--- src/rtl/nn_pkg.sv ---
// nn_pkg: shared types and default sizes for the neuron tile
package nn_pkg;
    typedef enum logic [1:0] {IDLE, FETCH, DRAIN, DONE} mac_state_t;
    localparam int N_INPUTS_DEF = 16;
    localparam int ACC_W_DEF = 24;
    localparam int DATA_W = 8;
endpackage

--- src/rtl/deep.sv ---
// deep: shared 8x8 unsigned combinational multiplier
module deep
    import nn_pkg::*;
(
    input  logic [DATA_W-1:0]   a,
    input  logic [DATA_W-1:0]   b,
    output logic [2*DATA_W-1:0] p
);
    assign p = a * b;
endmodule

--- src/rtl/neuron_mac_seq.sv ---
// neuron_mac_seq: sequences the deep multiplier over memory pairs and accumulates a dot product
module neuron_mac_seq
    import nn_pkg::*;
#(
    parameter int N_INPUTS = N_INPUTS_DEF,
    parameter int ADDR_W   = 4,
    parameter int LEN_W    = 5,
    parameter int ACC_W    = ACC_W_DEF
)
(
    input  logic              clk,
    input  logic              rst,
    input  logic              start,
    input  logic [LEN_W-1:0]  len,
    output logic              busy,
    output logic              rd_en,
    output logic [ADDR_W-1:0] rd_addr,
    input  logic [DATA_W-1:0] act_data,
    input  logic [DATA_W-1:0] wt_data,
    output logic [ACC_W-1:0]  result,
    output logic              result_valid,
    input  logic              result_ready
);
    mac_state_t state, state_n;
    logic [LEN_W-1:0] len_q, len_sat;
    logic [ADDR_W-1:0] cnt;
    logic dv, prod_v, last_fetch, drain_done, accept_start;
    logic [2*DATA_W-1:0] prod, prod_q;
    logic [ACC_W-1:0] acc;

    deep u_deep (.a(act_data), .b(wt_data), .p(prod));

    assign len_sat = (len > LEN_W'(N_INPUTS)) ? LEN_W'(N_INPUTS) : len;
    assign last_fetch = LEN_W'(cnt) == len_q - LEN_W'(1);
    assign drain_done = cnt == ADDR_W'(1);
    assign accept_start = state == IDLE && start;
    assign busy = state != IDLE;
    assign rd_en = state == FETCH;
    assign rd_addr = cnt;
    assign result_valid = state == DONE;
    assign result = acc;

    always_ff @(posedge clk)
        if (rst) state <= IDLE;
        else state <= state_n;

    always_comb begin
        state_n = state;
        case (state)
            IDLE:  if (start) state_n = (len_sat == '0) ? DONE : FETCH;
            FETCH: if (last_fetch) state_n = DRAIN;
            DRAIN: if (drain_done) state_n = DONE;
            DONE:  if (result_ready) state_n = IDLE;
            default: state_n = IDLE;
        endcase
    end

    // cnt walks the read addresses in FETCH, then times the two drain cycles
    always_ff @(posedge clk) begin
        if (rst) begin
            cnt <= '0;
            len_q <= '0;
            dv <= 1'b0;
            prod_v <= 1'b0;
            prod_q <= '0;
            acc <= '0;
        end else begin
            dv <= rd_en;
            prod_v <= dv;
            prod_q <= prod;
            if (accept_start) begin
                len_q <= len_sat;
                acc <= '0;
                cnt <= '0;
            end else begin
                if (prod_v) acc <= acc + ACC_W'(prod_q);
                cnt <= (state == FETCH && last_fetch) ? '0 :
                       (state == FETCH || state == DRAIN) ? cnt + ADDR_W'(1) : cnt;
            end
        end
    end
endmodule
--- config.mk ---
export PLATFORM = sky130hd
export DESIGN_NAME = neuron_mac_seq
export DESIGN_NICKNAME = d
export VERILOG_FILES = /design/src/rtl/nn_pkg.sv /design/src/rtl/deep.sv /design/src/rtl/neuron_mac_seq.sv
export SDC_FILE = /design/constraint.sdc
export NUM_CORES = 1
export LEC_CHECK = 0
export BUFFER_PORTS_ARGS = -buffer_cell sky130_fd_sc_hd__buf_4
export CORE_UTILIZATION = 40
export CTS_CLUSTER_SIZE = 14
export DETAILED_ROUTE_END_ITERATION = 8
export PLACE_DENSITY_LB_ADDON = 0.25
export SETUP_SLACK_MARGIN = 0.4
export SLEW_MARGIN = 20
export SYNTH_ARGS = -nofsm -noshare
export SYNTH_HDL_FRONTEND = slang
export SYNTH_SLANG_ARGS = --single-unit
--- constraint.sdc ---
create_clock -name clk -period 15.1 [get_ports clk]
set_input_delay 2.265 -clock clk [delete_from_list [all_inputs] [get_ports clk]]
set_output_delay 2.265 -clock clk [all_outputs]
set_load 0.01 [all_outputs]
==> results of run 1 <==
-- registers in the layout, indices dropped and copies added (netlist names) --
| register | count |
|---|---|
| len_q | 5 |
| state | 2 |
| prod_q | 16 |
| prod_v | 1 |
| rd_addr | 4 |
| result | 24 |
| dv | 1 |
-- placed cells by master (no fill, tap or decap), drive strengths merged, types with 2 or more instances in the layout --
cell    instances
nor2           39
mux2i          12
dfxtp          53
a21oi          28
buf            57
or4             2
a21o            5
a211oi         13
o31a            2
clkbuf          5
fa             37
nor2b           7
a211o           3
inv            66
o31ai           7
nand3          18
or2             2
and2           53
ha             60
o21bai          2
nor3b           4
nand2b         13
o21a            5
xnor2          10
xor2           13
o211ai          4
nand2          51
nor3           10
a311oi          2
or3             4
o21ai          20
and3            5
-- per-stage QoR --
step,hold WS [ns],worst slack [ns]
after floorplan,0.414,8.82
after global placement,0.421,8.58
after detailed placement,0.436,8.53
after CTS,0.453,8.84
after global routing,0.470,8.62
final,0.452,8.84
-- cells by family after synthesis --
logic type               share of synthesized area
AND/OR/NAND/NOR                              0.220
AO/OA/AOI/OAI                                0.141
adder cells (fa/ha/maj)                      0.301
buffers and inverters                       0.0575
flip-flops                                   0.214
XOR/XNOR                                    0.0406
multiplexers                                0.0265
-- where the power goes --
group	internal (mW)	switching [mW]
Clock	0.0785	0.0517
Combinational	0.151	0.198
Sequential	0.163	0.0157
Total	0.393	0.265
-- final cells by class --
class,instances,share of cell area
Timing Repair Buffer,57,0.0747
Sequential cell,53,0.185
Inverter,65,0.0426
Tap cell,168,0.0367
Multi-Input combinational cell,447,0.631
Clock buffer,5,0.0218
Clock inverter,3,0.00764
-- how the worst max path moves through the flow --
stage,startpoint,to,slack (ns),cells past startpoint
floorplan,wt_data[7],prod_q[14],8.82,14
global placement,wt_data[7],prod_q[14],8.58,15
detailed placement,wt_data[7],prod_q[14],8.53,15
CTS,wt_data[7],prod_q[14],8.84,15
global route,wt_data[7],prod_q[14],8.62,15
finish,wt_data[7],prod_q[14],8.84,15
-- metal layers --
metal  track usage  vias to the layer above  share of wire
li1              -                     2043              -
met1         0.225                     1787           0.50
met2         0.278                       56           0.46
met3        0.0204                        8          0.024
met4        0.0386                        0          0.011
met5             0                        -              0
==> reports/metrics.csv, run 1 <==
metric,value,unit
largest delay contributor family on the critical path,adder cells,
Via-to-Cell Ratio,4.88,
HPWL after DPL,8410,µm
Post-Route Utilization,0.475,
Synth area leaders,"dfxtp_1 (21%), ha_1 (15%), fa_1 (15%), and2_1 (6.7%), inv_1 (4.9%)",
number of synthesized register bits,53,
RSZ-0062 raised after global routing,false,
cells after synthesis,575,
Post-synth EDFFs,0,
hold endpoint,prod_v,
port buffer count,55,
pin count of the biggest net entering global routing,30,
peak supply drop,0.0000455,V
post-route cell area,5730,µm²
worst hold path type,flip-flop to flip-flop,
slew margin rel.,0.673,
Crit Path Max Fanout,8,
max incr delay on CP,0.54,ns
Clock Sinks,53,
placed instance area,5560,µm²
die extent in y,113,µm
vias in the first global route,3796,
routed length per instance,12.8,µm
H-tree levels,2,
post-synthesis sequential area ratio,0.214,
crit start category,input port,
WP data required,15.28,ns
global-route wire length before repair,17500,µm
routability cong.,0.883,
"Arr. time, crit path",6.44,ns
die width,113,µm
maximum clock frequency,160,MHz
1st-pass router iterations,4,
placed cells,790,
clock skew,0.00576,ns
final net count,751,
leading area contributor after synthesis,dfxtp_1,
CTS tree,yes,
outcome,finished clean,
synthesized area,4960,µm²
mean area per synthesized cell,8.63,µm²
1st-iter DRT viols,183,
ratio of cells with drive above 1 in the final layout,0.124,
full die area,12800,µm²
R2R Setup Slk,12.71,ns
setup repair bufs after CTS,0,
PwrDens,115,nW/µm²
synth unique cells,56,
Synth Flop Type,dfxtp_1,
CP Cell Sequence,buf_4 > and2_1 > fa_1 > fa_1 > fa_1 > inv_1 > fa_1 > inv_1 > ha_1 > or2_2 > o31ai_1 > a211oi_1 > o31a_1 > o31ai_2 > mux2_1,
CP dominant cell by count,fa_1,
final non-filler cell total,798,
io pins,56,
row count,40,
global route overflow,0,
cell count of the worst reg-to-reg path,9,
Final setup violation count,0,
static leakage,2.68,nW
Setup crit end kind,flip-flop,
worst reg2reg startpoint,result[0],
buffer and inverter count on the worst path,3,
CTS max path bufs,2,
Post-Route Setup TNS,0,ns
CP max-delay cell,fa_1,
WHS Path Cells,1,
FILL cells,1178,
r2r endpoint,result[8],
Core Area,12100,µm²
post-route minimum period,6.26,ns
n_diodes,0,
cts hold-fix bufs,0,
critical path class,input port to flip-flop,
clock-pin slew on the worst setup and hold paths,0.07,ns
Layout area overhead,15.5,%
Commonest cells post-synth,"inv_1 (65), ha_1 (60), and2_1 (53), dfxtp_1 (53), nand2_1 (50)",
Yosys Warn Count,0,
TritonCTS Buffers,5,
GRT Total Usage,0.165,
total wire length,10200,µm
cts repair resizes,0,
fin. max-slew vios,0,
hold path start,dv,
drt drc,0,
worst skew pair latency,0.29,ns
Initial Util,0.411,
fin crit share,0.414,
initial antenna violation count,0,
worst-margin pin slew,0.486,ns
top-area cell type share of the netlist area,0.214,
most numerous cell in the Yosys netlist,inv_1,
Async SR Flop Fraction,0,
Post-DRT Antenna Nets,0,
CTS Root Cell,clkbuf_16,
Total Power,0.658,mW
Syn Nets,697,
Register Area,1060,µm²
final hold vios,0,
maxcap violations,0,
Multi-input gate area,3620,µm²
Vias,3894,
(Power assumes the default switching activity.)
==> run 2: changes to the inputs <==
==> constraint.sdc (replaced) <==
create_clock -name clk -period 6.29 [get_ports clk]
set_input_delay 0.9435 -clock clk [delete_from_list [all_inputs] [get_ports clk]]
set_output_delay 0.9435 -clock clk [all_outputs]
set_load 0.01 [all_outputs]
==> run 2 against run 1 <==
  * Clock power is 130% higher
  * Total power rose by 140%
  * Die area unchanged
  * Non-clock buffer count did not move
  * Cell area shrank 0.13%
  * Utilization down 0.062 points
  * Combinational power rose by 140%
  * Largest cell class unchanged
==> reports/metrics.csv, run 2 (same netlist as run 1, synthesis figures left out) <==
metric,value,unit
PwrDens,273,nW/µm²
maxcap violations,0,
crit start category,input port,
final hold vios,0,
GRT Total Usage,0.165,
clock-pin slew on the worst setup and hold paths,0.07,ns
R2R Setup Slk,3.87,ns
CTS tree,yes,
clock skew,0.00935,ns
Post-DRT Antenna Nets,0,
most frequent cells in the layout,"inv_1 (65), ha_1 (60), buf_4 (57)",
vias in the first global route,3793,
die width,113,µm
Crit Path Max Fanout,8,
full die area,12800,µm²
CP startpoint,wt_data[7],
Setup crit end kind,flip-flop,
Via-to-Cell Ratio,4.88,
WP data required,6.47,ns
pin count of the biggest net entering global routing,30,
cell count of the worst reg-to-reg path,9,
maximum clock frequency,201,MHz
row count,40,
Core Area,12100,µm²
Largest register FFs,24,
dpl ws,1.03,ns
Post-Route Setup TNS,0,ns
TritonCTS Buffers,5,
"Arr. time, crit path",5.15,ns
port buffer count,55,
post-route minimum period,4.97,ns
final worst setup slack,1.32,ns
routed length per instance,12.7,µm
setup repair bufs after CTS,0,
worst hold path type,flip-flop to flip-flop,
CTS max path bufs,2,
Initial Util,0.411,
initial antenna violation count,0,
io pins,56,
CP endpoint,prod_q[14],
Clock Sinks,53,
critical path class,input port to flip-flop,
RSZ-0062 raised after global routing,false,
1st-pass router iterations,5,
fin. max-slew vios,0,
Final setup violation count,0,
static leakage,2.67,nW
cts hold-fix bufs,0,
CTS Root Cell,clkbuf_16,
drt drc,0,
worst skew pair latency,0.30,ns
worst-margin pin slew,0.503,ns
cts repair resizes,0,
fin crit share,0.791,
ratio of cells with drive above 1 in the final layout,0.124,
outcome,finished clean,
r2r endpoint,result[8],
1st-iter DRT viols,182,
die extent in y,113,µm
H-tree levels,2,
worst reg2reg startpoint,result[0],
total wire length,10200,µm
global-route wire length before repair,17400,µm
HPWL after DPL,8330,µm
final net count,751,
routability cong.,0.883,
global route overflow,0,
Vias,3894,
slew margin rel.,0.662,
n_diodes,0,
Layout area overhead,15.4,%
peak supply drop,0.000108,V
"leading cell type in the layout, fill and taps excluded",inv_1,
## run 2: critical path, cell delays in order
cell and delay [ns]:
buf_4 0.14, and2_1 0.17, fa_1 0.50, fa_1 0.52, fa_1 0.54, inv_1 0.05
fa_1 0.52, inv_1 0.04, ha_1 0.32, or2_2 0.30, o31ai_1 0.11, a211oi_1 0.12
o31a_1 0.33, o31ai_2 0.20, mux2_1 0.35
## run 2: worst min path at each step
stage          start      to  slack (ns)  cells after the start
2_1_floorplan     dv  prod_v        0.41                      1
3_3_place_gp      dv  prod_v        0.42                      1
3_5_place_dp      dv  prod_v        0.44                      1
4_1_cts           dv  prod_v        0.45                      1
5_1_grt           dv  prod_v        0.47                      1
6_report          dv  prod_v        0.44                      1
## run 2: power breakdown
group,internal (mW),switching (mW)
Clock,0.171,0.124
Combinational,0.364,0.475
Sequential,0.390,0.0374
## run 2: stage by stage
step                instances  power (mW)  area, µm²   util  hold slack [ns]
floorplan                 575        1.07       4960      -            0.414
global placement          790        1.25       5560  0.461            0.421
detailed placement        790        1.27       5560  0.461            0.436
CTS                       798        1.57       5720  0.474            0.453
global route              798        1.72       5720  0.474            0.470
finish                    798        1.56       5720  0.474            0.443
## run 2: layer usage
metal	up-vias	GRT usage	wire [µm]
li1	2042	-	-
met1	1764	0.225	5080
met2	75	0.274	4650
met3	13	0.0230	296
met4	0	0.0439	131
met5	-	0	0
## run 2: layout make-up
| type | count | area (µm²) |
|---|---|---|
| inverters | 65 | 244 |
| repair buffers | 57 | 428 |
| well taps | 168 | 210 |
| multi-input cells | 447 | 3620 |
| clock inverters | 1 | 8.76 |
| flip-flops and latches | 53 | 1060 |
| clock buffers | 7 | 153 |
| fillers | 1165 | 6340 |
==> run 3: changes to the inputs <==
==> constraint.sdc (replaced) <==
create_clock -name clk -period 4.4 [get_ports clk]
set_input_delay 0.66 -clock clk [delete_from_list [all_inputs] [get_ports clk]]
set_output_delay 0.66 -clock clk [all_outputs]
set_load 0.01 [all_outputs]
==> run 3 against run 2 <==
  * Sequential power is 43% higher
  * Cell count increased by 4.9%
  * Clock skew decreased by 0.0012 ns
  * Clock-buffer cell count shrank 2
  * Register-to-register slack worse by 1.9 ns
==> reports/metrics.csv, run 3 (same netlist as run 1, synthesis figures left out) <==
metric,value,unit
outcome,finished clean,
fin crit share,0.968,
die width,113,µm
GRT Total Usage,0.172,
worst-margin pin slew,0.555,ns
post-route minimum period,4.26,ns
global-route wire length before repair,18100,µm
Vias,4093,
fin. max-slew vios,0,
static leakage,2.90,nW
RSZ-0062 raised after global routing,true,
global route overflow,0,
FILL cells,1103,
crit start category,input port,
vias in the first global route,3990,
"Arr. time, crit path",4.49,ns
CP dominant cell by count,fa_1,
Total Power,2.68,mW
PwrDens,431,nW/µm²
CP max-delay cell,fa_1,
worst hold path type,flip-flop to flip-flop,
port buffer count,55,
worst reg2reg startpoint,result[0],
Post-DRT Antenna Nets,0,
drt drc,0,
"leading cell type in the layout, fill and taps excluded",buf_4,
r2r endpoint,result[8],
Largest register FFs,24,
most frequent cells in the layout,"buf_4 (90), inv_1 (61), ha_1 (55)",
WP data required,4.63,ns
full die area,12800,µm²
total wire length,10600,µm
CTS Root Cell,clkbuf_16,
clock-pin slew on the worst setup and hold paths,0.07,ns
ratio of cells with drive above 1 in the final layout,0.218,
Final setup violation count,0,
CTS tree,yes,
hold path start,dv,
Layout area overhead,25.5,%
cell count of the worst reg-to-reg path,9,
CP startpoint,act_data[5],
max incr delay on CP,0.52,ns
HPWL after DPL,8690,µm
critical path class,input port to flip-flop,
TritonCTS Buffers,5,
placed instance area,5890,µm²
Initial Util,0.411,
routability cong.,0.821,
final worst setup slack,0.139,ns
CP Cell Sequence,buf_4 > and2_4 > fa_1 > inv_1 > fa_1 > fa_1 > fa_1 > inv_2 > ha_4 > o21a_1 > o31ai_4 > a211oi_2 > nor3_2 > or4_1 > o21ai_1,
Post-Route Setup TNS,0,ns
clock skew,0.00813,ns
Setup crit end kind,flip-flop,
final hold vios,0,
routed length per instance,12.6,µm
H-tree levels,2,
die extent in y,113,µm
row count,40,
n_diodes,0,
R2R Setup Slk,1.94,ns
peak supply drop,0.000179,V
io pins,56,
slew margin rel.,0.627,
dpl ws,-0.251,ns
post-route cell area,6220,µm²
maxcap violations,0,
maximum clock frequency,235,MHz
Crit Path Max Fanout,5,
pin count of the biggest net entering global routing,30,
final net count,790,
initial antenna violation count,0,
Via-to-Cell Ratio,4.89,
hold endpoint,prod_v,
CTS max path bufs,2,
WHS Path Cells,1,
Core Area,12100,µm²
Clock Sinks,53,
worst skew pair latency,0.30,ns
1st-iter DRT viols,177,
1st-pass router iterations,4,
run 3: cell types whose count changed in the layout (fill, tap and decap cells not counted), moves of 3 or more:
cell     delta
buf_6       +4
and2_4      +7
ha_1        -5
and2_1      -7
nor3_1      -5
inv_2       +4
a21oi_1     -3
buf_4      +33
ha_4        +5
nor3_2      +4
inv_1       -4
run 3: through the flow:
stage	hold WS, ns	instances	utilization
detailed placement	0.433	824	0.489
global route	0.471	837	0.516
CTS	0.450	832	0.505
finish	0.448	837	0.516
floorplan	0.414	575	-
global placement	0.423	824	0.489
run 3: cell type report:
class / count / area (µm²) / share of cell area
Timing Repair Buffer: 96 / 751 / 0.121
Tap cell: 168 / 210 / 0.0338
Clock buffer: 5 / 125 / 0.0201
Inverter: 65 / 244 / 0.0392
Multi-Input combinational cell: 447 / 3790 / 0.609
Sequential cell: 53 / 1060 / 0.170
Clock inverter: 3 / 43.8 / 0.00704
run 3: how the worst max path moves through the flow:
stage | slack [ns] | to | cells past startpoint
after floorplan | 0.07 | prod_q[14] | 14
after global placement | -0.13 | prod_q[14] | 14
after detailed placement | -0.25 | prod_q[14] | 14
after CTS | 0.12 | prod_q[14] | 15
after global routing | 0.03 | prod_q[14] | 15
final | 0.14 | prod_q[15] | 15
run 3: what timing repair did:
action                     4_1_cts  5_1_grt
pin swaps                        9       10
setup endpoints to repair        5        7
setup buffers                    0        5
hold buffers                     0        0
resized for setup                9       20
run 3: layer usage:
metal / vias to the layer above / global-route usage / routed length, µm
met3: 9 / 0.0193 / 262
met1: 1896 / 0.228 / 5050
met2: 64 / 0.294 / 5080
met5: - / 0 / 0
li1: 2124 / - / -
met4: 0 / 0.0474 / 167
run 3: report_power, final:
group	internal (mW)	leakage [nW]	switching, mW
sequential	0.558	0.432	0.0539
combinational	0.795	2.38	0.822
clock	0.270	0.0842	0.181
run 3: worst max-delay path, delay by kind of cell:
kind / cells / cell delay, ns
simple gates: 3 / 0.69
fa+ha+maj: 5 / 2.25
compound gates: 4 / 0.66
buf+inv: 3 / 0.22
